[src/rtl/seq111_frame_arbiter.sv]
// seq111_frame_arbiter: round-robin arbiter that lends a single overlapping
// "111" detector to NUM_REQ serial requesters, one frame of FRAME_LEN bits
// at a time, and reports the match count and requester id per frame.
//
// Handshake: bit_rdy is high for the whole RUN state; a bit of the granted
// requester is transferred on a rising edge where bit_rdy & bit_vld[granted]
// are both 1. Bits and valids of other requesters are ignored. Stalls
// (bit_vld low) never disturb the detector run state or the bit index.
module seq111_frame_arbiter #(
  parameter int NUM_REQ   = 4,
  parameter int FRAME_LEN = 16,
  parameter int CNT_W     = 5,
  localparam int ID_W     = $clog2(NUM_REQ),
  localparam int IDX_W    = $clog2(FRAME_LEN + 1)
) (
  input  logic               clk,
  input  logic               rst,
  input  logic [NUM_REQ-1:0] req,
  input  logic [NUM_REQ-1:0] bit_in,
  input  logic [NUM_REQ-1:0] bit_vld,
  output logic [NUM_REQ-1:0] grant,
  output logic               bit_rdy,
  output logic               det,
  output logic               done,
  output logic               abort,
  output logic [ID_W-1:0]    done_id,
  output logic [CNT_W-1:0]   match_cnt
);

  typedef enum logic [1:0] {
    IDLE = 2'd0,
    RUN  = 2'd1,
    DONE = 2'd2
  } state_t;

  state_t             state_q;
  logic [ID_W-1:0]    gid_q;
  logic [ID_W-1:0]    rr_q;
  logic [IDX_W-1:0]   idx_q;
  logic [1:0]         run_q;
  logic [NUM_REQ-1:0] grant_q;
  logic               bit_rdy_q;
  logic               det_q;
  logic               done_q;
  logic               abort_q;
  logic [ID_W-1:0]    done_id_q;
  logic [CNT_W-1:0]   match_cnt_q;

  logic               pick_vld;
  logic [ID_W-1:0]    pick_id;
  logic               acc;
  logic               cur_bit;
  logic               last_bit;
  logic               hit;
  logic [1:0]         run_d;

  // Round-robin pick: first asserted req strictly after rr_q, wrapping around.
  always_comb begin
    pick_vld = 1'b0;
    pick_id  = '0;
    for (int k = 1; k <= NUM_REQ; k++) begin
      int c;
      c = int'(rr_q) + k;
      if (c >= NUM_REQ) c = c - NUM_REQ;
      if (!pick_vld && req[c]) begin
        pick_vld = 1'b1;
        pick_id  = ID_W'(c);
      end
    end
  end

  // Datapath terms for the bit offered by the granted requester this cycle.
  always_comb begin
    acc      = (state_q == RUN) && bit_vld[gid_q];
    cur_bit  = bit_in[gid_q];
    last_bit = (idx_q == IDX_W'(FRAME_LEN - 1));
    hit      = cur_bit && (run_q == 2'd2);
    run_d    = cur_bit ? ((run_q == 2'd2) ? 2'd2 : run_q + 2'd1) : 2'd0;
  end

  // Frame FSM with registered grant/status outputs and per-frame counters.
  always_ff @(posedge clk) begin
    if (rst) begin
      state_q     <= IDLE;
      gid_q       <= '0;
      rr_q        <= ID_W'(NUM_REQ - 1);
      idx_q       <= '0;
      run_q       <= '0;
      grant_q     <= '0;
      bit_rdy_q   <= 1'b0;
      det_q       <= 1'b0;
      done_q      <= 1'b0;
      abort_q     <= 1'b0;
      done_id_q   <= '0;
      match_cnt_q <= '0;
    end else begin
      det_q   <= 1'b0;
      done_q  <= 1'b0;
      abort_q <= 1'b0;
      case (state_q)
        IDLE: begin
          if (pick_vld) begin
            state_q     <= RUN;
            gid_q       <= pick_id;
            grant_q     <= NUM_REQ'(1) << pick_id;
            bit_rdy_q   <= 1'b1;
            idx_q       <= '0;
            run_q       <= '0;
            match_cnt_q <= '0;
          end
        end
        RUN: begin
          if (acc && last_bit) begin
            // Final bit wins over a same-edge req drop: the frame completes.
            det_q       <= hit;
            match_cnt_q <= match_cnt_q + CNT_W'(hit);
            run_q       <= run_d;
            idx_q       <= idx_q + IDX_W'(1);
            state_q     <= DONE;
            done_q      <= 1'b1;
            done_id_q   <= gid_q;
            grant_q     <= '0;
            bit_rdy_q   <= 1'b0;
            rr_q        <= gid_q;
          end else if (!req[gid_q]) begin
            // Requester gave up mid-frame; partial count stays visible.
            state_q   <= IDLE;
            abort_q   <= 1'b1;
            done_id_q <= gid_q;
            grant_q   <= '0;
            bit_rdy_q <= 1'b0;
            rr_q      <= gid_q;
          end else if (acc) begin
            det_q       <= hit;
            match_cnt_q <= match_cnt_q + CNT_W'(hit);
            run_q       <= run_d;
            idx_q       <= idx_q + IDX_W'(1);
          end
        end
        DONE: begin
          state_q <= IDLE;
        end
        default: begin
          state_q <= IDLE;
        end
      endcase
    end
  end

  assign grant     = grant_q;
  assign bit_rdy   = bit_rdy_q;
  assign det       = det_q;
  assign done      = done_q;
  assign abort     = abort_q;
  assign done_id   = done_id_q;
  assign match_cnt = match_cnt_q;

endmodule

[config.mk]
export PLATFORM = sky130hd
export DESIGN_NAME = seq111_frame_arbiter
export DESIGN_NICKNAME = d
export VERILOG_FILES = /design/src/rtl/seq111_frame_arbiter.sv
export SDC_FILE = /design/constraint.sdc
export NUM_CORES = 1
export LEC_CHECK = 0
export CAP_MARGIN = 0
export CELL_PAD_IN_SITES_DETAIL_PLACEMENT = 2
export CELL_PAD_IN_SITES_GLOBAL_PLACEMENT = 2
export CORE_MARGIN = 5
export CORE_UTILIZATION = 26
export CTS_CLUSTER_SIZE = 12
export DETAILED_ROUTE_END_ITERATION = 6
export PLACE_DENSITY = 0.7
export SLEW_MARGIN = 20
export SYNTH_ARGS = -nofsm -noshare
export SYNTH_HDL_FRONTEND = slang
export SYNTH_SLANG_ARGS = --single-unit
[constraint.sdc]
create_clock -name clk -period 2.2 [get_ports clk]
set_input_delay 0.55 -clock clk [delete_from_list [all_inputs] [get_ports clk]]
set_output_delay 0.55 -clock clk [all_outputs]
set_load 0.1 [all_outputs]
; ---- Word level (Yosys, flattened, before mapping)
; Cells that the tools add are included.
[word_totals]
reg_bits = 28
inputBits = 14
word_cells = 125
[classes]
addsub = 11
magnitude_cmp = 9
eq_ne = 8
shift = 1
n_mux = 65
n_bitwise = 1
n_reduce_logical = 18
[op_table]
columns = cell, count
row1 = $lt A32 B4 Y1 const B, 4
row2 = $mux W32, 4
row3 = $mux W5, 7
row4 = $mux W2, 15
row5 = $mux W1, 23
row6 = $pmux W5 S2, 2
row7 = $bmux W1 S2, 7
row8 = $mux W4, 3
row9 = $sub A3 B3 Y4 const B, 3
row10 = $ge A3 B3 Y1 const B, 3
row11 = $pmux W2 S2, 2
row12 = $pmux W4 S2, 1
row13 = $add A2 B2 Y3 const B, 2
row14 = $logic_and A1 B1 Y1, 6
row15 = $reduce_and A2 Y1, 3
row16 = $add A5 B1 Y5, 1
row17 = $add A5 B1 Y5 const B, 1
row18 = $eq A5 B4 Y1 const B, 1
row19 = $sub A4 B3 Y5 const B, 1
row20 = $add A2 B3 Y4 const B, 1
row21 = $ge A4 B3 Y1 const B, 1
row22 = $ne A2 B2 Y1 const B, 2
row23 = $reduce_and A4 Y1, 1
row24 = $shl A1 B2 Y4 const A, 1
row25 = other kinds (16), 18

; ---- Logic depth before layout (Yosys ltp)
; Gate-level depths: netlist of the first run.
[depth]
depth_word = 19
mapped_depth = 8

; ---- Worst setup path before layout of the first run
; OpenSTA, ideal clock, no wires.
[synth_timing]
path_kind = register to register
from = register match_cnt_q[0], in the netlist match_cnt[0]
to = register match_cnt_q[4], in the netlist match_cnt[4]
setup_time_ns = 0.070
arrival_ns = 1.947
path_slack_ns = 0.183
stages_incl_launch_ff = 6
path_buffers = 0
path_cell_list = dfxtp_1 > ha_1 > ha_1 > nand3_1 > or3_1 > a21oi_1
[synth_between]
elab_chain_len = 5
[synth_lines]
columns = item, line
row1 = start: declaration, 47  ; logic [CNT_W-1:0] match_cnt_q;
row2 = start signal: assignment, 116  ; match_cnt_q <= match_cnt_q + CNT_W'(hit);
row3 = start signal: assignment, 135  ; match_cnt_q <= match_cnt_q + CNT_W'(hit);
row4 = $add A5 B1 Y5 (*), "116, 135"
row5 = $mux W5, 133  ; end else if (acc) begin
row6 = $mux W5, 125  ; end else if (!req[gid_q]) begin
row7 = $mux W5 (*), 113  ; if (acc && last_bit) begin
row8 = $pmux W5 S2 (*), 100  ; case (state_q)
; Every way passes the cells marked *; elsewhere a longest branch is shown, timed or not. The select of a mux whose other input is x is not followed.
; A chain may end at the register's enable or synchronous reset.

; ---- Worst setup path in the final report of the first run
[layout_timing]
from = input bit_in[2]
to = register match_cnt_q[4], in the netlist match_cnt[4]
[layout_between]
elab_chain_len = 8
[layout_lines]
columns = item, line
row1 = start: declaration, 19  ; input logic [NUM_REQ-1:0] bit_in,
row2 = $bmux W1 S2 (*), 75  ; cur_bit = bit_in[gid_q];
row3 = $mux W1 (not written as such) (*), 75
row4 = $logic_and A1 B1 Y1 (*), 77  ; hit = cur_bit && (run_q == 2'd2);
row5 = $add A5 B1 Y5 (*), "116, 135"
row6 = $mux W5, 133
row7 = $mux W5, 125
row8 = $mux W5 (*), 113
row9 = $pmux W5 S2 (*), 100
; Marked as above.

==> metrics.md, run 1 <==
| Metric | Value |
|---|---|
| Routability congestion estimate | `0.752` |
| Synth cell count leaders | `dfxtp_1 (28), nand3_1 (19), a21oi_1 (15)` |
| Final total power | `approximately 0.0012 W` |
| Grt total ovfl | `0` |
| Die W | `81.9 microns` |
| Reg2reg end | `match_cnt[4]$_SDFFE_PP0P_` |
| Final core utilization | `~36%` |
| CP bufs+invs | `1` |
| Largest cells by area after synthesis | `dfxtp_1 (42%), nand3_1 (7.1%), a21oi_1 (5.6%)` |
| Largest net degree at the start of global routing | `20` |
| Max-slew headroom | `between 70 and 80%` |
| Critical Path Sink Type | `flip-flop` |
| Final wirelength | `between 4000 and 5000 microns` |
| LEAKAGE | `0.719 nW` |
| Layout net count | `roughly 210` |
| Number of enable flip-flop cells after synthesis | `0` |
| CP max stage cell | `mux4_2` |
| Status | `complete, no violations` |
| Share of cells above drive strength 1 | `23.6%` |
| Syn Std Cell Area | `1340 sq um` |
| Switching share of power | `32.1%` |
| CTS tree | `yes` |
| Die area | `6710 sq um` |
| Period Utilization, post-route | `a little over nine tenths` |
| Crit-path cells | `clkdlybuf4s50_1, mux4_2, and2_4, ha_1, ha_1, nand3_1, o21ai_0, a21oi_1` |
| Crit path kind | `in2reg` |
| Mean Syn Cell Area | `9.14 sq um` |
| Flops & latches, synth | `28` |
| Top FF cell, synth | `dfxtp_1` |
| Final hold violations | `0` |
| Hold Path Cell Cnt | `2` |
| DR pass1 iterations | `4` |
| Top Family by Delay on Critical Path | `multiplexers` |
| FF-to-FF setup slack | `0.19 ns` |
| Metal2 WL | `~2300 microns` |
| First-pass GRT wire length | `approximately 7300 microns` |
| Reg2reg start | `gid_q[0]$_SDFFE_PP0P_` |
| DP Area | `1780 sq um` |
| Post-Layout Cell Count | `261` |
| Worst Max-Slew Pin Slew | `between 0.4 and 0.5 ns` |
| Final setup viols | `0` |
| Sequential share of the synthesized area | `41.7%` |
| Vias after detailed routing | `1,339` |
| Number of global-route vias before repair | `1,515` |
| Routed Antenna Nets | `0` |
| Final Cell Area | `1840 sq um` |
| Most frequent CP cell | `ha_1` |
| Startpoint types | `input port` |
| Worst-Skew Late Latency | `0.27 ns` |
| Final slew viol count | `0` |
| HP Class | `reg2reg` |
| Power Density | `647 nW/um^2` |
| FFs w/ async S/R, synth | `0%` |
| GRT Total Usage | `between 10% and 20%` |
| Synth top area share | `about two fifths` |
| Drt wl/cell | `about 16 microns` |
| FP Rows | `26` |
| CTS clock-pin slew for the worst setup and hold paths | `about 0.10 ns` |
| FF-to-FF path depth | `7` |
| HP Start | `idx_q[4]$_SDFFE_PP0P_` |
| Syn-to-layout area delta | `37.1%` |
| Root Buffer | `clkbuf_8` |
| Vias per Instance | `5.13` |
| Routed length on met3 | `138 microns` |
| Max IR drop VDD | `224 uV` |
| Dpl cells | `257` |
| First DRT Iteration DRCs | `27` |
| Largest stage delay on the critical path | `between 0.4 and 0.5 ns` |
| H-tree levels | `1` |
| Synth Warn # | `0` |
| Max_cap viols | `0` |
| Starting Density | `roughly a quarter` |
| Power share of the clock group | `27.2%` |
| Gate Count Post-Synth | `147` |
| Combinational Power Share | `a little over a quarter` |
| Core area | `5070 sq um` |
| Antenna Diode Count | `0` |
| Switching Power | `roughly 0.00038 W` |
| Cts bufs inserted | `3` |
| Top layer in use | `met4` |
| Dpl hpwl | `3430 microns` |
| I/O Buffers | `28` |
| Post-CTS Repair Setup Buffers | `0` |
| WL met1 | `roughly 1800 microns` |
| Most frequent cell after synthesis | `dfxtp_1` |
| Worst hold endpoint | `idx_q[4]$_SDFFE_PP0P_` |
| Die Ht | `81.9 microns` |
| Critical Path RT | `2.41 ns` |
| Crit path time final | `around 2.1 ns` |
| Antenna violations before repair | `0` |
| Worst-path fanout max | `2` |
| Distinct cells, synth | `35` |
| Cell taking the most area after synthesis | `dfxtp_1` |
| Layout Skew | `about 0.0038 ns` |
| Fin Setup TNS | `0 ns` |
| RSZ-0062 raised after global routing | `no` |
| Sequential share of power | `46.1%` |
| Syn nets | `around 170` |
| Internal power | `0.000809 W` |
| Fill cell count | `605` |
| Clock sinks | `28` |
| Critical Path AT | `2.32 ns` |
| DR DRC count | `0` |
| FMAX | `0.475 GHz` |
| IO Count | `29` |
| Deepest clock path buffer count | `2` |
==> per-stage QoR <==
| step | setup slack (ns) | hold slack (ns) |
|---|---|---|
| floorplan | 0.183 | 0.448 |
| global placement | -0.141 | 0.461 |
| detailed placement | -0.220 | 0.476 |
| CTS | 0.0772 | 0.490 |
| global route | 0.0197 | 0.522 |
| finish | 0.0966 | 0.481 |
==> state kept, by name, summed over array words and instances, names as in the netlist <==
| register | flops |
|---|---|
| gid_q | 2 |
| rr_q | 2 |
| run_q | 2 |
| done_id | 2 |
| done | 1 |
| state_q | 2 |
| bit_rdy | 1 |
| grant | 4 |
| idx_q | 5 |
| abort | 1 |
| det | 1 |
| match_cnt | 5 |
==> cell type report <==
| cell class | instances | area (sq um) | area share [%] |
|---|---|---|---|
| Multi-Input combinational cell | 106 | 731 | 39.7 |
| Sequential cell | 28 | 561 | 30.4 |
| Timing Repair Buffer | 47 | 385 | 20.9 |
| Tap cell | 70 | 87.6 | 4.76 |
| Clock buffer | 4 | 55.1 | 2.99 |
| Inverter | 6 | 22.5 | 1.22 |
==> tightest hold or removal path: cells and delay by family (launching register included) <==
family / cells / cell delay [ns]
AO/OA/AOI/OAI: 1 / 0.06
flip-flops: 1 / 0.32
AND/OR/NAND/NOR: 1 / 0.06
==> kinds of logic after synthesis <==
group           count (synthesis)  share of synthesized area, %
flops                          28                          41.7
compound gates                 45                          23.1
buf+inv                        13                          4.10
mux                             3                          5.03
fa+ha+maj                       6                          5.59
simple gates                   52                          20.5
==> cell usage in the layout (no fill, tap or decap), types with 2 or more instances in the layout <==
cell type | Yosys | layout
nand2b_1 | 5 | 5
o21ai_0 | 10 | 10
buf_4 | 1 | 34
clkbuf_8 | 0 | 4
dfxtp_1 | 28 | 28
nand3_1 | 19 | 19
o211ai_1 | 3 | 3
nor2_1 | 6 | 6
inv_1 | 5 | 5
ha_1 | 6 | 6
clkdlybuf4s50_1 | 0 | 13
nand2_1 | 4 | 4
a21oi_1 | 15 | 15
or3_1 | 7 | 7
and3_1 | 4 | 4
mux4_2 | 3 | 3
o32ai_1 | 4 | 4
o31ai_1 | 2 | 2
nor3_1 | 2 | 2
==> power groups by stage <==
| stage | registers [W] | clock network, W | logic [W] |
|---|---|---|---|
| floorplan | 0.000631 | 0 | 0.000123 |
| global placement | 0.000559 | 0 | 0.000308 |
| detailed placement | 0.000561 | 0 | 0.000320 |
| CTS | 0.000550 | 0.000340 | 0.000322 |
| global route | 0.000553 | 0.000362 | 0.000343 |
| finish | 0.000549 | 0.000324 | 0.000318 |
==> metal layers <==
layer | up-vias | GRT usage (%)
met3 | 7 | 2.52
met4 | 0 | 4.15
met1 | 665 | 15.5
li1 | 641 | -
met2 | 26 | 26.6
met5 | - | 0
==> how the worst max path moves through the flow <==
stage,start,to,slack (ns),cells past startpoint
2_1_floorplan,match_cnt[0]$_SDFFE_PP0P_,match_cnt[4]$_SDFFE_PP0P_,0.18,5
3_3_place_gp,bit_in[3],match_cnt[4]$_SDFFE_PP0P_,-0.14,8
3_5_place_dp,bit_in[2],match_cnt[4]$_SDFFE_PP0P_,-0.22,8
4_1_cts,bit_in[2],match_cnt[4]$_SDFFE_PP0P_,0.08,8
5_1_grt,bit_in[2],match_cnt[4]$_SDFFE_PP0P_,0.02,8
6_report,bit_in[2],match_cnt[4]$_SDFFE_PP0P_,0.1,8
==> what timing repair did <==
item | CTS | global route
hold buffers | 0 | 0
endpoints found under the setup margin | 0 | 1
gates resized for setup | 0 | 1
(Power assumes the default switching activity.)
==> inputs of run 2 (changes only) <==
--- a/config.mk
+++ b/config.mk
@@ -5,7 +5,7 @@
 export SDC_FILE = /design/constraint.sdc
 export NUM_CORES = 1
 export LEC_CHECK = 0
-export CAP_MARGIN = 0
+export CAP_MARGIN = 20
 export CELL_PAD_IN_SITES_DETAIL_PLACEMENT = 2
 export CELL_PAD_IN_SITES_GLOBAL_PLACEMENT = 2
 export CORE_MARGIN = 5
==> results of run 2 <==
Final layout, timing and power as in run 1 (identical DEF).
==> inputs of run 3 (changes only) <==
--- a/config.mk
+++ b/config.mk
@@ -12,8 +12,9 @@
 export CORE_UTILIZATION = 26
 export CTS_CLUSTER_SIZE = 12
 export DETAILED_ROUTE_END_ITERATION = 6
+export HOLD_SLACK_MARGIN = 0.12
 export PLACE_DENSITY = 0.7
-export SLEW_MARGIN = 20
+export SLEW_MARGIN = 10
 export SYNTH_ARGS = -nofsm -noshare
 export SYNTH_HDL_FRONTEND = slang
 export SYNTH_SLANG_ARGS = --single-unit
==> results of run 3 <==
Final layout, timing and power as in run 1 (identical DEF).
